$ cat src/rtl/apb_pkg.sv
// Shared definitions for the APB requester: FSM encoding and a width helper.
package apb_pkg;

  localparam logic [1:0] IDLE   = 2'd0;
  localparam logic [1:0] SETUP  = 2'd1;
  localparam logic [1:0] ACCESS = 2'd2;
  localparam logic [1:0] ERRRSP = 2'd3;

  // Number of bits needed to hold values 0..value-1.
  function automatic int clog2(input int value);
    int r;
    int v;
    r = 0;
    v = value - 1;
    while (v > 0) begin
      r = r + 1;
      v = v >> 1;
    end
    return r;
  endfunction

endpackage

$ cat src/rtl/apb_addr_decode.sv
// Slave decoder: the upper SWIDTH address bits pick a slave; indices at or
// above NSLV are unmapped and produce no select.
module apb_addr_decode #(
  parameter int AWIDTH = 8,
  parameter int SWIDTH = 2,
  parameter int NSLV   = 4
) (
  input  logic [AWIDTH-1:0] addr,
  output logic [NSLV-1:0]   sel,
  output logic              hit
);

  logic [SWIDTH-1:0] idx;
  logic              unused_addr_bits;

  assign idx              = addr[AWIDTH-1 -: SWIDTH];
  assign hit              = (int'(idx) < NSLV);
  assign unused_addr_bits = ^addr;

  // One-hot select for a mapped index, all-zero otherwise.
  always_comb begin
    sel = '0;
    for (int i = 0; i < NSLV; i++) begin
      if (hit && (int'(idx) == i)) sel[i] = 1'b1;
    end
  end

endmodule

$ cat src/rtl/apb_master.sv
// APB requester: one command in, SETUP/ACCESS on the bus, one response out.
//
//   state  | meaning
//   IDLE   | ready for a command, bus idle
//   SETUP  | PSEL asserted, PENABLE low, one cycle
//   ACCESS | PENABLE high, waiting for PREADY or timeout
//   ERRRSP | unmapped address, error response without a bus cycle
module apb_master
  import apb_pkg::*;
#(
  parameter int DWIDTH  = 8,
  parameter int AWIDTH  = 8,
  parameter int NSLV    = 4,
  parameter int SWIDTH  = 2,
  parameter int TIMEOUT = 16
) (
  input  logic                   PCLK,
  input  logic                   PRESETn,
  input  logic                   cmd_valid,
  output logic                   cmd_ready,
  input  logic                   cmd_write,
  input  logic [AWIDTH-1:0]      cmd_addr,
  input  logic [DWIDTH-1:0]      cmd_wdata,
  output logic                   rsp_valid,
  output logic [DWIDTH-1:0]      rsp_rdata,
  output logic                   rsp_err,
  output logic [AWIDTH-1:0]      PADDR,
  output logic [NSLV-1:0]        PSEL,
  output logic                   PENABLE,
  output logic                   PWRITE,
  output logic [DWIDTH-1:0]      PWDATA,
  input  logic [NSLV*DWIDTH-1:0] PRDATA,
  input  logic [NSLV-1:0]        PREADY,
  input  logic [NSLV-1:0]        PSLVERR
);

  localparam int                CWIDTH   = clog2(TIMEOUT + 1);
  localparam logic [CWIDTH-1:0] CNT_LAST = CWIDTH'(TIMEOUT - 1);

  logic [1:0]        state;
  logic              lat_write;
  logic [AWIDTH-1:0] lat_addr;
  logic [DWIDTH-1:0] lat_wdata;
  logic [NSLV-1:0]   lat_sel;
  logic [CWIDTH-1:0] wait_cnt;

  logic [NSLV-1:0]   dec_sel;
  logic              dec_hit;
  logic              slv_ready;
  logic              slv_err;
  logic [DWIDTH-1:0] slv_rdata;

  apb_addr_decode #(
    .AWIDTH(AWIDTH),
    .SWIDTH(SWIDTH),
    .NSLV  (NSLV)
  ) u_decode (
    .addr(cmd_addr),
    .sel (dec_sel),
    .hit (dec_hit)
  );

  assign cmd_ready = (state == IDLE);
  assign PSEL      = ((state == SETUP) || (state == ACCESS)) ? lat_sel : '0;
  assign PENABLE   = (state == ACCESS);
  assign PADDR     = lat_addr;
  assign PWRITE    = lat_write;
  assign PWDATA    = lat_wdata;

  // Pick ready/error/read data of the latched slave using its one-hot select.
  always_comb begin
    slv_rdata = '0;
    for (int i = 0; i < NSLV; i++) begin
      if (lat_sel[i]) slv_rdata = slv_rdata | PRDATA[i*DWIDTH +: DWIDTH];
    end
    slv_ready = |(PREADY & lat_sel);
    slv_err   = |(PSLVERR & lat_sel);
  end

  // Transfer sequencing, wait counting and response registers.
  always_ff @(posedge PCLK) begin
    if (!PRESETn) begin
      state     <= IDLE;
      lat_write <= 1'b0;
      lat_addr  <= '0;
      lat_wdata <= '0;
      lat_sel   <= '0;
      wait_cnt  <= '0;
      rsp_valid <= 1'b0;
      rsp_rdata <= '0;
      rsp_err   <= 1'b0;
    end else begin
      rsp_valid <= 1'b0;
      case (state)
        IDLE: begin
          if (cmd_valid) begin
            lat_write <= cmd_write;
            lat_addr  <= cmd_addr;
            lat_wdata <= cmd_write ? cmd_wdata : '0;
            lat_sel   <= dec_sel;
            wait_cnt  <= '0;
            state     <= dec_hit ? SETUP : ERRRSP;
          end
        end
        SETUP: state <= ACCESS;
        ACCESS: begin
          if (slv_ready) begin
            rsp_valid <= 1'b1;
            rsp_rdata <= lat_write ? '0 : slv_rdata;
            rsp_err   <= slv_err;
            state     <= IDLE;
          end else if (wait_cnt == CNT_LAST) begin
            rsp_valid <= 1'b1;
            rsp_rdata <= '0;
            rsp_err   <= 1'b1;
            state     <= IDLE;
          end else begin
            wait_cnt <= wait_cnt + CWIDTH'(1);
          end
        end
        ERRRSP: begin
          rsp_valid <= 1'b1;
          rsp_rdata <= '0;
          rsp_err   <= 1'b1;
          state     <= IDLE;
        end
        default: state <= IDLE;
      endcase
    end
  end

endmodule

$ cat config.mk
export PLATFORM = sky130hd
export DESIGN_NAME = apb_master
export DESIGN_NICKNAME = d
export VERILOG_FILES = /design/src/rtl/apb_pkg.sv /design/src/rtl/apb_addr_decode.sv /design/src/rtl/apb_master.sv
export SDC_FILE = /design/constraint.sdc
export NUM_CORES = 1
export LEC_CHECK = 0
export ABC_AREA = 1
export BUFFER_PORTS_ARGS = -buffer_cell sky130_fd_sc_hd__buf_4
export CAP_MARGIN = 20
export CORE_ASPECT_RATIO = 1.4
export CORE_MARGIN = 2
export CORE_UTILIZATION = 40
export CTS_BUF_LIST = sky130_fd_sc_hd__clkbuf_4
export DETAILED_ROUTE_END_ITERATION = 8
export MAX_ROUTING_LAYER = met4
export PLACE_DENSITY = 0.7
export SYNTH_ARGS = -nofsm -noshare
export SYNTH_HDL_FRONTEND = slang
export SYNTH_HIERARCHICAL = 1
export SYNTH_SLANG_ARGS = --single-unit
$ cat constraint.sdc
create_clock -name PCLK -period 1.8 [get_ports PCLK]
set_input_delay 0.09 -clock PCLK [delete_from_list [all_inputs] [get_ports PCLK]]
set_output_delay 0.09 -clock PCLK [all_outputs]
set_load 0.01 [all_outputs]
==> impl_metrics.ini, run 1 <==
[sta]
finClkSkew_ns = 0.0127
slew_headroom_pct = 60.3
tightest_slew_ns = 0.592
tns_ns = 0
slew_viol_final = 0
fmax_ghz = 0.621
rsz0062_at_grt = false
setup-violations-final = 0
min_period_over_period_pct = 89.4
hold_viol_final = 0
period_minus_slack_ns = 1.61

[critical_path]
crit_fanout = 8
critPathTopFamily = simple AND/OR/NAND/NOR gates
start_kind = flop
crit_buf_inv = 1
cp_common_cell = nand2_1
crit_chain = ha_1 > nand2_1 > nor2_1 > ha_1 > inv_1 > nand2_1 > nand2_1 > nand3_1 > nand2_1 > nor2_2
rr_startpoint = wait_cnt[0]
cp.required_ns = 2.02
crit_path_end_kind = flop
slowest_delay_ns = 0.36
path_class = reg2reg
startpoint = wait_cnt[0]
crit_slowest_cell = dfxtp_1
worst_ep_arrival_time_ns = 1.83

[logic_synthesis]
async_reset_ff_share_pct = 0
post-synth-top-area-cell = dfxtp_1
synth.most_common_cell = nand2_1
ys_types = 26
synth_area_mm2 = 0.00198
postSynthCellCount = 307
synth_flop_cell = dfxtp_1
synth_area_per_cell_um2 = 6.46
syn_nets = 373
ys_warn_count = 6
synth_common_cells = nand2_1 (91), nor2_1 (60), dfxtp_1 (38), inv_1 (27), a21oi_1 (26)
ys_seq_elements = 38
synth_edf_count = 0
synth.top_cells.by_area = dfxtp_1 (38%), nand2_1 (17%), nor2_1 (11%)
synth_top_area_share_pct = 38.3
seq_area_frac_synth_pct = 38.3

[clocking]
insertion_delay_ns = 0.35
clkTransAtPathRegs_ns = 0.12
cts_sinks = 38
root_buffer = clkbuf_4
cts_max_path_buffers = 2
cts_made_buffers = 5
h-tree-depth = 2
cts_tree = done
postCtsSetupRepairBufs = 0

[pwr]
ir_worst_vdd_mv = 0.627
power.density_mw_per_mm2 = 862
p_leak_nw = 1.51
finalPower_mw = 2.58

[detailed_routing]
antenna_left = 0
routedWlPerCell_um = 11.4
avgViaCountPerCell = 4.58
vias = 2199
firstDrtPassIters = 4
wl_um = 5460
drt_iter0_drc = 66
drc = 0

[min_path]
hold_class = in2reg
min_from = cmd_addr[6]

[floorplan]
io_pins = 93
dieWidth_um = 63.5
die_area_mm2 = 0.00555
rows = 30
die_height_um = 87.3
coreArea_mm2 = 0.00480
initial_core_util_pct = 41.3

[cells_and_area]
drive_gt1_share_pct = 28.1
syn2layout_area_growth_pct = 50.6
layout.nets = 481
utilization_pct = 62.2
diodes = 0
n_fill_cell = 503

[placed_design]
place.gp.congestion = 0.784
post-dp-hpwl_um = 3940
io_buffers = 92

[global_routing]
antenna_found_initial = 0
grt_max_degree = 25
grt_pass1_wl_um = 8980
overflow = 0
grt_pass1_vias = 2109
grt_usage_pct = 21.1

[status]
status = complete, no violations

[job]
maxCapViolations = 0
## routing by layer
layer / share of wire (%) / global-route usage, % / wire (um) / vias up
li1: - / - / - / 1164
met1: 41 / 22.5 / 2250 / 966
met2: 52 / 37.8 / 2840 / 58
met3: 4.3 / 4.53 / 235 / 11
met4: 2.5 / 8.50 / 138 / 0
met5: 0 / - / 0 / -
## path summary, 6_finish.rpt
path                                     to  slack [ns]  cells after the start
worst max-delay path            wait_cnt[4]        0.19                     10
worst min-delay path               PADDR[6]        0.04                      3
worst max register to register  wait_cnt[4]        0.19                     10
worst min register to register    PWDATA[1]        0.48                      2
## repair_timing
item | 4_1_cts | 5_1_grt
gates resized for setup | 0 | 0
hold endpoints to repair | 14 | 1
hold buffers | 14 | 1
## report_power, final
group          leakage, nW  internal [mW]  total (mW)  switching (mW)
combinational         1.15          0.400       0.863           0.463
sequential           0.312          0.940       0.999          0.0585
clock               0.0528          0.428       0.715           0.286
total                 1.51           1.77        2.58           0.808
## worst min-delay path, stage by stage
cell and delay, ns:
buf_4 0.10, o21ai_0 0.08, nor2_1 0.08
## stage by stage
| stage | hold slack [ns] | worst slack (ns) | cells | instance area, um^2 |
|---|---|---|---|---|
| after CTS | 0.00582 | 0.186 | 479 | 2980 |
| after detailed placement | 0.352 | 0.207 | 457 | 2740 |
| after global routing | 0.0732 | 0.0106 | 480 | 2990 |
| after floorplan | 0.226 | 0.315 | 307 | 1980 |
| after global placement | 0.339 | 0.267 | 457 | 2740 |
| final | 0.0402 | 0.190 | 480 | 2990 |
## cell families (layout without fill, tap and decap cells)
logic type	after synthesis	after routing	synth area share [%]
compound gates	42	42	11.2
fa+ha+maj	6	6	3.78
flops	38	38	38.3
other cells	1	1	0.189
simple gates	180	180	38.0
buf+inv	40	149	8.57
## cells in the final DEF, fill, tap and decap left out, drive strengths merged, types with 2 or more instances in the layout
cell,count
ha,6
o21ai,15
dfxtp,38
nor2,62
nand3,19
bufinv,2
or2,2
buf,98
clkbuf,5
nand2,95
dlygate4sd3,15
inv,28
a21oi,27
## layout make-up
class | instances | area (um^2) | area share [%]
Clock buffer | 5 | 37.5 | 1.26
Clock inverter | 3 | 63.8 | 2.13
Inverter | 28 | 108 | 3.60
Multi-Input combinational cell | 229 | 1050 | 35.2
Sequential cell | 38 | 761 | 25.4
Tap cell | 64 | 80.1 | 2.68
Timing Repair Buffer | 113 | 886 | 29.6
## state kept, by name, summed over array words and instances (netlist names)
register and cells:
PADDR 8, PWDATA 8, PWRITE 1, lat_sel 4, rsp_err 1, rsp_rdata 8, rsp_valid 1, state 2
wait_cnt 5
No activity file was read; power rests on OpenSTA's default activity.
==> run 2: changes to the inputs <==
--- a/config.mk
+++ b/config.mk
@@ -11,10 +11,9 @@
 export CORE_ASPECT_RATIO = 1.4
 export CORE_MARGIN = 2
 export CORE_UTILIZATION = 40
-export CTS_BUF_LIST = sky130_fd_sc_hd__clkbuf_4
 export DETAILED_ROUTE_END_ITERATION = 8
 export MAX_ROUTING_LAYER = met4
-export PLACE_DENSITY = 0.7
+export PLACE_DENSITY = 0.73
 export SYNTH_ARGS = -nofsm -noshare
 export SYNTH_HDL_FRONTEND = slang
 export SYNTH_HIERARCHICAL = 1
==> constraint.sdc (replaced) <==
create_clock -name PCLK -period 1.45 [get_ports PCLK]
set_input_delay 0.0725 -clock PCLK [delete_from_list [all_inputs] [get_ports PCLK]]
set_output_delay 0.0725 -clock PCLK [all_outputs]
set_load 0.01 [all_outputs]
==> run 2 against run 1 <==
Against the previous run:
- the flow now finishes with violations (setup timing)
- sequential share of layout area fell by 0.64 points
- setup slack got worse by 0.19 ns
- non-clock buffer count did not move
- sequential cell count did not move
- critical endpoint is now rsp_rdata[3]
- largest power group is now combinational cells
- count of clock-buffer cells in the layout did not move
- sequential power rose by 24%
- critical path type unchanged
- clock skew fell by 0.0072 ns
- maximum frequency rose by 11%
- register-to-register slack got worse by 0.19 ns
- worst hold slack got worse by 0.0083 ns
==> impl_metrics.ini, run 2 (synthesized netlist as in run 1, its figures left out) <==
[status]
status = complete, but fails checks
failed_checks = setup timing

[sta]
hold_ws_ns = 0.0319
layout_setup_ws_ns = -0.00292
setup-violations-final = 1
hold_viol_final = 0
finClkSkew_ns = 0.00554
min_period_over_period_pct = 100
slew_headroom_pct = 63.7
tightest_slew_ns = 0.543
period_minus_slack_ns = 1.45
tns_ns = -0.00292
rsz0062_at_grt = true
fmax_ghz = 0.688
slew_viol_final = 0

[placed_design]
io_buffers = 92
place_inst = 467
place.gp.congestion = 0.818
post-dp-hpwl_um = 4080
placedInstanceArea_mm2 = 0.00282
place_ws_ns = -0.0393

[clocking]
cts_tree = done
cts_sinks = 38
cts_max_path_buffers = 2
cts_made_buffers = 5
cts_hold_buf = 0
h-tree-depth = 2
insertion_delay_ns = 0.29
clkTransAtPathRegs_ns = 0.08
root_buffer = clkbuf_8

[critical_path]
cp.required_ns = 1.63
crit_path_end_kind = flop
reg2reg_slack_ns = -0.003
worst_ep_arrival_time_ns = 1.64
rr_startpoint = wait_cnt[0]
r2r_end = rsp_rdata[3]
worstSetupEndpoint = rsp_rdata[3]
rr_worst_depth = 10
path_class = reg2reg
crit_fanout = 8
start_kind = flop
startpoint = wait_cnt[0]

[floorplan]
coreArea_mm2 = 0.00480
die_area_mm2 = 0.00555
rows = 30
dieWidth_um = 63.5
die_height_um = 87.3
io_pins = 93
initial_core_util_pct = 41.3

[pwr]
p_leak_nw = 1.55
power.density_mw_per_mm2 = 1090
ir_worst_vdd_mv = 0.866

[cells_and_area]
final_area_mm2 = 0.00309
drive_gt1_share_pct = 38.8
layout.nets = 482
final_common_cell = buf_4
final_cells = 481
syn2layout_area_growth_pct = 55.8
diodes = 0
mostFrequentLayoutCells = buf_4 (110), nand2_1 (84), nor2_1 (55)

[detailed_routing]
routedWlPerCell_um = 11.5
drc = 0
firstDrtPassIters = 4
antenna_left = 0
avgViaCountPerCell = 4.62
vias = 2220
drt_iter0_drc = 75
wl_um = 5540

[job]
maxCapViolations = 0

[global_routing]
grt_max_degree = 25
grt_pass1_wl_um = 8540
grt_pass1_vias = 1992
grt_usage_pct = 19.8
antenna_found_initial = 0
overflow = 0

[min_path]
hold_class = in2reg
run 2: cell count changes in the layout (fill, tap and decap cells not counted), sizes merged:
cell,previous run,this run
bufinv,2,1
buf,98,113
dlygate4sd3,15,0
clkinv,1,2
nand2,95,96
run 2: repair_timing:
action                     in CTS  in global routing
pin swaps                       4                 18
buffers inserted                0                  5
resized for setup               8                 27
cloned                          0                  1
setup endpoints to repair      10                 19
run 2: worst min path at each step:
stage	start	end	slack, ns	depth (start not counted)
after detailed placement	cmd_wdata[1]	PWDATA[1]	0.34	3
after floorplan	PRESETn	PADDR[0]	0.21	2
after CTS	cmd_wdata[1]	PWDATA[1]	0.03	3
after global placement	cmd_addr[3]	PADDR[3]	0.32	3
after global routing	cmd_wdata[1]	PWDATA[1]	0.03	3
final	cmd_wdata[1]	PWDATA[1]	0.03	3
run 2: layout make-up:
| type | count | area [um^2] |
|---|---|---|
| well taps | 64 | 80.1 |
| clock buffers | 5 | 68.8 |
| flip-flops and latches | 38 | 767 |
| clock inverters | 3 | 40.0 |
| fillers | 485 | 1710 |
| inverters | 28 | 113 |
| multi-input cells | 230 | 1160 |
| repair buffers | 113 | 860 |
run 2: per-stage QoR:
step	util, %	total power [mW]
finish	64.3	3.38
CTS	61.7	3.28
global route	64.3	3.60
detailed placement	58.7	2.37
global placement	58.7	2.34
floorplan	-	1.89
run 2: worst max-delay path: stages (launching register included):
cell and delay [ns]:
dfxtp_2 0.34, ha_4 0.16, nand2_2 0.07, nor2_2 0.04
ha_2 0.18, inv_2 0.07, nand3_4 0.17, nand2_4 0.17
nand2_1 0.07, nand2_1 0.06, nor2_1 0.04
run 2: routing by layer:
metal | part of all wire, % | up-vias | track usage, % | wire, um
met3 | 4.2 | 10 | 4.27 | 231
met5 | 0 | - | - | 0
met1 | 41 | 992 | 20.8 | 2270
met2 | 53 | 48 | 36.1 | 2950
li1 | - | 1170 | - | -
met4 | 1.5 | 0 | 7.51 | 85
run 2: report_power, final:
group          switching, mW  internal [mW]
Combinational          0.654          0.606
Clock                  0.369          0.506
Sequential            0.0732           1.17
Total                   1.10           2.28
